--- src/rtl/config_pkg.sv ---
// rtl/config_pkg.sv - elaborated core configuration record published by the discovery table
package config_pkg;

    typedef struct packed {
        logic          RVF;
        logic          RVD;
        logic          RVA;
        logic          RVB;
        logic          RVC;
        logic          RVH;
        logic          RVV;
        logic          RVZCB;
        logic          RVZCMP;
        logic          RVZiCond;
        logic          CvxifEn;
        logic          MmuPresent;
        logic          RVS;
        logic          RVU;
        logic          DebugEn;
        logic          PerfCounterEn;
        logic [31:0]   XLEN;
        logic [31:0]   VLEN;
        logic [31:0]   NrCommitPorts;
        logic [31:0]   NrScoreboardEntries;
        logic [31:0]   IcacheByteSize;
        logic [31:0]   IcacheSetAssoc;
        logic [31:0]   IcacheLineWidth;
        logic [31:0]   DcacheByteSize;
        logic [31:0]   DcacheSetAssoc;
        logic [31:0]   DcacheLineWidth;
        logic [31:0]   DCacheType;
        logic [31:0]   RASDepth;
        logic [31:0]   BTBEntries;
        logic [31:0]   BHTEntries;
        logic [31:0]   NrPMPEntries;
        logic [31:0]   NrNonIdempotentRules;
        logic [1023:0] NonIdempotentAddrBase;
        logic [1023:0] NonIdempotentLength;
        logic [31:0]   NrExecuteRegionRules;
        logic [1023:0] ExecuteRegionAddrBase;
        logic [1023:0] ExecuteRegionLength;
        logic [31:0]   NrCachedRegionRules;
        logic [1023:0] CachedRegionAddrBase;
        logic [1023:0] CachedRegionLength;
    } cva6_cfg_t;

    localparam cva6_cfg_t cva6_cfg_empty = '0;

endpackage

--- src/rtl/cva6_cfg_discovery.sv ---
// rtl/cva6_cfg_discovery.sv - read-only configuration discovery table with 2-entry response FIFO
module cva6_cfg_discovery #(
    parameter config_pkg::cva6_cfg_t CVA6Cfg   = config_pkg::cva6_cfg_empty,
    parameter int unsigned           AddrWidth = 12
) (
    input  logic                 clk_i,
    input  logic                 rst_ni,
    input  logic                 req_i,
    input  logic                 we_i,
    input  logic [AddrWidth-1:0] addr_i,
    output logic                 gnt_o,
    output logic                 rvalid_o,
    input  logic                 rready_i,
    output logic [63:0]          rdata_o,
    output logic                 err_o,
    output logic [7:0]           err_cnt_o
);

    localparam int unsigned IdxW = AddrWidth - 3;

    logic [IdxW-1:0] widx;
    logic [2:0]      grp;
    logic [3:0]      ent;
    logic [63:0]     rd_word;
    logic            rd_err;

    logic [64:0]     mem [2];
    logic            rd_ptr;
    logic            wr_ptr;
    logic [1:0]      count;
    logic            push;
    logic            pop;

    assign widx = addr_i[AddrWidth-1:3];
    assign grp  = widx[6:4];
    assign ent  = widx[3:0];

    // Region tables hold 16 entries of 64 bits; entries past the rule count read as zero.
    function automatic logic [63:0] region_word(input logic [1023:0] tbl,
                                                input logic [31:0]   nr,
                                                input logic [3:0]    e);
        logic [63:0] w;
        w = '0;
        if ({28'd0, e} < nr) begin
            w = tbl[{e, 6'b0} +: 64];
        end
        return w;
    endfunction

    // Decode the requested word; errors always return zero data.
    always_comb begin
        rd_word = '0;
        rd_err  = 1'b0;
        if (we_i || (addr_i[2:0] != 3'd0) || (32'(widx) >= 32'h70)) begin
            rd_err = 1'b1;
        end else begin
            case (grp)
                3'd0: begin
                    case (ent)
                        4'h0: rd_word = {32'h1, 32'h4356_4136};
                        4'h1: rd_word = {48'd0,
                                         CVA6Cfg.PerfCounterEn, CVA6Cfg.DebugEn, CVA6Cfg.RVU,
                                         CVA6Cfg.RVS, CVA6Cfg.MmuPresent, CVA6Cfg.CvxifEn,
                                         CVA6Cfg.RVZiCond, CVA6Cfg.RVZCMP, CVA6Cfg.RVZCB,
                                         CVA6Cfg.RVV, CVA6Cfg.RVH, CVA6Cfg.RVC, CVA6Cfg.RVB,
                                         CVA6Cfg.RVA, CVA6Cfg.RVD, CVA6Cfg.RVF};
                        4'h2: rd_word = {16'd0,
                                         CVA6Cfg.NrScoreboardEntries[7:0],
                                         CVA6Cfg.NrCommitPorts[7:0],
                                         CVA6Cfg.VLEN[15:0],
                                         CVA6Cfg.XLEN[15:0]};
                        4'h3: rd_word = {8'd0,
                                         CVA6Cfg.IcacheLineWidth[15:0],
                                         CVA6Cfg.IcacheSetAssoc[7:0],
                                         CVA6Cfg.IcacheByteSize};
                        4'h4: rd_word = {CVA6Cfg.DCacheType[7:0],
                                         CVA6Cfg.DcacheLineWidth[15:0],
                                         CVA6Cfg.DcacheSetAssoc[7:0],
                                         CVA6Cfg.DcacheByteSize};
                        4'h5: rd_word = {16'd0,
                                         CVA6Cfg.NrPMPEntries[7:0],
                                         CVA6Cfg.BHTEntries[15:0],
                                         CVA6Cfg.BTBEntries[15:0],
                                         CVA6Cfg.RASDepth[7:0]};
                        default: rd_word = '0;
                    endcase
                end
                3'd1: rd_word = region_word(CVA6Cfg.NonIdempotentAddrBase, CVA6Cfg.NrNonIdempotentRules, ent);
                3'd2: rd_word = region_word(CVA6Cfg.NonIdempotentLength,   CVA6Cfg.NrNonIdempotentRules, ent);
                3'd3: rd_word = region_word(CVA6Cfg.ExecuteRegionAddrBase, CVA6Cfg.NrExecuteRegionRules, ent);
                3'd4: rd_word = region_word(CVA6Cfg.ExecuteRegionLength,   CVA6Cfg.NrExecuteRegionRules, ent);
                3'd5: rd_word = region_word(CVA6Cfg.CachedRegionAddrBase,  CVA6Cfg.NrCachedRegionRules,  ent);
                3'd6: rd_word = region_word(CVA6Cfg.CachedRegionLength,    CVA6Cfg.NrCachedRegionRules,  ent);
                default: rd_word = '0;
            endcase
        end
    end

    // Grant only when the FIFO has room; a pop in the same cycle does not free a slot early.
    assign gnt_o    = req_i && (count != 2'd2);
    assign push     = gnt_o;
    assign rvalid_o = (count != 2'd0);
    assign pop      = rvalid_o && rready_i;
    assign rdata_o  = rvalid_o ? mem[rd_ptr][64:1] : 64'd0;
    assign err_o    = rvalid_o ? mem[rd_ptr][0]    : 1'b0;

    // FIFO payload storage; contents are only observed while count says the slot is live.
    always_ff @(posedge clk_i) begin
        if (push) begin
            mem[wr_ptr] <= {rd_word, rd_err};
        end
    end

    // FIFO pointers, occupancy and saturating error counter.
    always_ff @(posedge clk_i or negedge rst_ni) begin
        if (!rst_ni) begin
            rd_ptr    <= 1'b0;
            wr_ptr    <= 1'b0;
            count     <= 2'd0;
            err_cnt_o <= 8'd0;
        end else begin
            if (push) begin
                wr_ptr <= ~wr_ptr;
            end
            if (pop) begin
                rd_ptr <= ~rd_ptr;
            end
            count <= count + {1'b0, push} - {1'b0, pop};
            if (push && rd_err && (err_cnt_o != 8'hFF)) begin
                err_cnt_o <= err_cnt_o + 8'd1;
            end
        end
    end

endmodule

--- config.mk ---
export PLATFORM = sky130hd
export DESIGN_NAME = cva6_cfg_discovery
export DESIGN_NICKNAME = d
export VERILOG_FILES = /design/src/rtl/config_pkg.sv /design/src/rtl/cva6_cfg_discovery.sv
export SDC_FILE = /design/constraint.sdc
export NUM_CORES = 1
export LEC_CHECK = 0
export ABC_AREA = 1
export CAP_MARGIN = 20
export CORE_ASPECT_RATIO = 0.9
export CORE_UTILIZATION = 36
export DETAILED_ROUTE_END_ITERATION = 12
export GPL_ROUTABILITY_DRIVEN = 0
export PLACE_DENSITY = 0.87
export SLEW_MARGIN = 20
export SYNTH_ARGS = -nofsm -noshare
export SYNTH_HDL_FRONTEND = slang
export SYNTH_SLANG_ARGS = --single-unit
--- constraint.sdc ---
create_clock -name clk_i -period 2.15 [get_ports clk_i]
set_clock_uncertainty 0.2 [all_clocks]
set_input_delay 0.3225 -clock clk_i [delete_from_list [all_inputs] [get_ports clk_i]]
set_output_delay 0.3225 -clock clk_i [all_outputs]
set_load 0.005 [all_outputs]
## Word level (Yosys, flattened, before mapping)

Memory sizes are Yosys's and may differ from the RTL's.
Cells that the tools add are included.

| cells by class | value |
|---|---|
| $add $sub $neg | 3 |
| order comparisons | 1 |
| eq/ne operators | 2 |
| muxes and demuxes | 8 |
| bitwise logic cells | 2 |
| reductions and logical operators | 10 |

Operator list:

| cell | count |
|---|---|
| 64-bit 2-to-1 mux | 3 |
| 33-bit 2-to-1 mux | 1 |
| 9-bit by 7-bit >= comparator with 1-bit output (second input constant) | 1 |
| 8-bit by 1-bit adder with 8-bit output (second input constant) | 1 |
| 8-bit inequality test (second input constant) | 1 |
| 1-bit logical AND | 4 |
| 4-bit logical NOT | 1 |
| 1-bit 2-to-1 mux | 4 |
| 3-bit logical NOT | 1 |
| 3-bit nonzero test | 1 |
| 2-bit by 1-bit adder with 2-bit output | 1 |
| 1-bit logical OR | 2 |
| 2-bit inequality test (second input constant) | 1 |
| 1-bit NOT | 2 |
| 2-bit nonzero test | 1 |
| 2-bit by 1-bit subtractor with 2-bit output | 1 |

| storage, ports and cells | value |
|---|---|
| register bits after elaboration | 12 |
| memory bits (writable) | 130 |
| input bits | 17 |
| output and inout port bits | 75 |
| logic and storage cells | 31 |
| memories kept | 1 |

Memory list:

| name | depth | width | read ports | clocked after memory_dff | wr ports | line | source |
|---|---|---|---|---|---|---|---|
| mem | 2 | 65 | 1 | 0 | 1 | cva6_cfg_discovery.sv:27 | `logic [64:0] mem [2];` |

## Longest topological paths before layout

| depth | value |
|---|---|
| depth after elaboration | 6 |
| gate-level depth with buffers | 8 |

## Worst setup path after synthesis

No wires, ideal clock.

| path | value |
|---|---|
| path type | reg-to-output |
| start | reg rd_ptr |
| end | out rdata_o[14] |
| arrival time | 1330 ps |
| data required time | 1627 ps |
| path slack | 298 ps |
| cell stages (with the launch flop) | 5 |
| buffers on the path | 1 |
| path through | dfrtp_1 -> inv_1 -> nand2_1 -> a21oi_1 -> buf_4 |

| between the ends | value |
|---|---|
| word-level cells in the longest chain between the ends | 2 |

RTL lines:

| item | line | source |
|---|---|---|
| start, declared | cva6_cfg_discovery.sv:28 | `logic rd_ptr;` |
| start signal, assigned | cva6_cfg_discovery.sv:126 | `rd_ptr <= ~rd_ptr;` |
| memory read 2 x 65 bit | n/a |  |
| 64-bit 2-to-1 mux | cva6_cfg_discovery.sv:104 | `assign rdata_o = rvalid_o ? mem[rd_ptr][64:1] : 64'd0;` |
| end, declared | cva6_cfg_discovery.sv:14 | `output logic [63:0] rdata_o,` |

No other way between the ends.

## Worst setup path in the final report

| path | value |
|---|---|
| start | reg rd_ptr |
| end | out rdata_o[5] |

The elaborated chain is that of the path after synthesis.

==> results.json <==
{
  "routed_wl_um": 2280,
  "cts_setup_buffers": 0,
  "synth_top_family_by_area": "buffers and inverters",
  "maxSlewHeadroom_pct": 64.1,
  "cts_buffers": 3,
  "nFillCells": 372,
  "hold_viol": 0,
  "num_rows": 21,
  "hold_slack_ns": 0.232,
  "clk_pin_slew_ns": 0.06,
  "min_period_ns": 2.12,
  "dp_hpwl_um": 1840,
  "drive_above_1_share_pct": 7.18,
  "final_antenna_net_count": 0,
  "dieArea_mm2": 0.00410,
  "status": "finished clean",
  "insertion_delay_ns": 0.24,
  "syn_area_per_cell_um2": 7.91,
  "area_growth_pct": 18.1,
  "layout_commonest_cell": "conb_1",
  "clk_path_buf_depth": 2,
  "max_clock_freq_ghz": 0.471,
  "synth-seq-cells": 16,
  "p_leak_nw": 0.833,
  "placed_cell_area_mm2": 0.00158,
  "ys_seq_area_share_pct": 30.4,
  "ys_types": 23,
  "fin_crit_sh_pct": 98.8,
  "setup_viol": 0,
  "final_max_slew_viol_count": 0,
  "maxCapViolCount": 0,
  "ctsRootBufferMaster": "clkbuf_8",
  "cts_tree": "built",
  "worst_pin_slew_ns": 0.537,
  "synthAdderAreaFrac_pct": 2.71,
  "gr-usage-met3_pct": 2.26,
  "syn_inst": 175,
  "peakVddDrop_mv": 0.536,
  "worstSetupPathType": "reg -> out",
  "detail_route.vias_per_cell": 3.97,
  "grtUsageTotal_pct": 12.0,
  "wl_per_cell_um": 8.96,
  "async_reset_ff_share_pct": 75.0,
  "syn-cell-area_mm2": 0.00139,
  "first_iter_violations": 18,
  "setup.worst_path.start_class": "flop",
  "grt_pass1_vias": 888,
  "synth_edf_count": 4,
  "p_per_area_mw_per_mm2": 1050,
  "hold_class": "in -> async",
  "grtUsageMet2_pct": 23.3,
  "multi_input_area_um2": 634,
  "portBuffers": 41,
  "seq_area_um2": 420,
  "synth_top_area_share_pct": 34.1,
  "critPathMaxFanout": 7,
  "ys_warn_count": 0,
  "nNetsFinal": 230,
  "synthSimpleGateAreaFrac_pct": 24.7,
  "antenna_found_initial": 0,
  "ios": 92,
  "grt_max_degree": 13,
  "crit_required_ns": 1.63,
  "clock-sinks": 16,
  "fp.dieW_um": 67.4,
  "synth_area_leaders": "buf_4, dfrtp_1, nand2_1, edfxtp_1, nand3_1",
  "core_area_mm2": 0.00370,
  "dr.pass1.iters": 6,
  "initial_utilization_pct": 37.4,
  "synth_xor_xnor_area_share_pct": 3.16,
  "via_count": 1013,
  "cp.arrival_ns": 1.60,
  "crit_path_end_kind": "primary output",
  "synth_compound_area_share_pct": 1.45,
  "h-tree-depth": 1,
  "rsz0062_at_grt": "yes",
  "final_cell_mix": "conb_1, clkdlybuf4s50_1, nand2_1, nor2_1, dfrtp_1",
  "synthFlopType": "dfrtp_1",
  "grt_pass1_wl_um": 3750,
  "synth_mux_area_share_pct": 0,
  "synth.largest_area_cell": "buf_4",
  "die_h_um": 60.8,
  "grt-busiest-layer": "met2",
  "overflow": 0,
  "diodes": 0,
  "drc": 0,
  "use_met1_pct": 12.9,
  "final_area_mm2": 0.00164,
  "hold_buffers": 0,
  "setup_tns_ns": 0
}
flip-flops by register name, summed over array words and instances, names as in the netlist:
| signal | count |
|---|---|
| count | 2 |
| err_cnt_o | 8 |
| mem | 4 |
| rd_ptr | 1 |
| wr_ptr | 1 |
final timing paths:
path                            slack, ns                       end  cells after the start          startpoint
worst max-delay path                 0.03                rdata_o[5]                      5  rd_ptr$_DFFE_PN0P_
worst min-delay path                 0.23  err_cnt_o[1]$_DFFE_PN0P_                      1              rst_ni
worst max register to register       0.35        count[1]$_DFF_PN0_                      8  count[1]$_DFF_PN0_
worst min register to register       0.34        wr_ptr$_DFFE_PN0P_                      2  wr_ptr$_DFFE_PN0P_
max in group asynchronous            1.16  err_cnt_o[7]$_DFFE_PN0P_                      1              rst_ni
min in group clk_i                   0.34        wr_ptr$_DFFE_PN0P_                      2  wr_ptr$_DFFE_PN0P_
per-stage QoR:
| stage | util (%) | total power, mW | setup slack (ns) | std cells |
|---|---|---|---|---|
| 3_3_place_gp | 42.6 | 1.44 | 0.161 | 250 |
| 4_1_cts | 44.1 | 1.73 | 0.0135 | 255 |
| 5_1_grt | 44.1 | 1.87 | -0.0768 | 255 |
| 2_1_floorplan | - | 1.15 | 0.298 | 224 |
| 6_report | 44.1 | 1.71 | 0.0267 | 255 |
| 3_5_place_dp | 42.6 | 1.47 | 0.158 | 250 |
cell type report:
class | instances | share of cell area [%]
Multi-Input combinational cell | 133 | 38.8
Timing Repair Buffer | 44 | 26.5
Sequential cell | 16 | 25.7
Tap cell | 46 | 3.52
Clock buffer | 4 | 2.75
Inverter | 12 | 2.75
synth_stat cells (3+ instances only):
library cell and number:
nor2_1 12, edfxtp_1 4, nand2_1 37, dfrtp_1 12
nand3b_1 3, xor2_1 3, buf_4 63, ha_1 3
inv_1 11, nand3_1 10
what timing repair did:
action,CTS,global route
gates cloned,1,0
gates resized for setup,4,0
setup endpoints to repair,14,14
worst max-delay path, cell delays in order (launching register included):
cell             delay, ns
dfrtp_1               0.40
inv_2                 0.08
nand2_1               0.06
a21oi_2               0.14
buf_4                 0.16
clkdlybuf4s50_1       0.51
metal layers:
metal  vias to the layer above  wire length, um
li1                        502                -
met1                       470              877
met2                        39             1300
met3                         2               95
met4                         0               14
met5                         -                0
power breakdown:
part	leakage, nW	switching (mW)	internal (mW)	total [mW]
registers	0.187	0.0944	0.413	0.508
clock network	0.0228	0.0939	0.131	0.225
logic	0.623	0.401	0.578	0.980
cell families (layout without fill, tap and decap cells):
logic type                 count (synthesis)  after routing
adders and majority gates                  3              3
buffers and inverters                     75             60
DFF                                       16             16
other                                      1             50
AOI/OAI and AO/OA                          4              4
and+or+nand+nor                           71             71
xor gates and xnor gates                   5              5
Power figures use the tool's default switching activity.
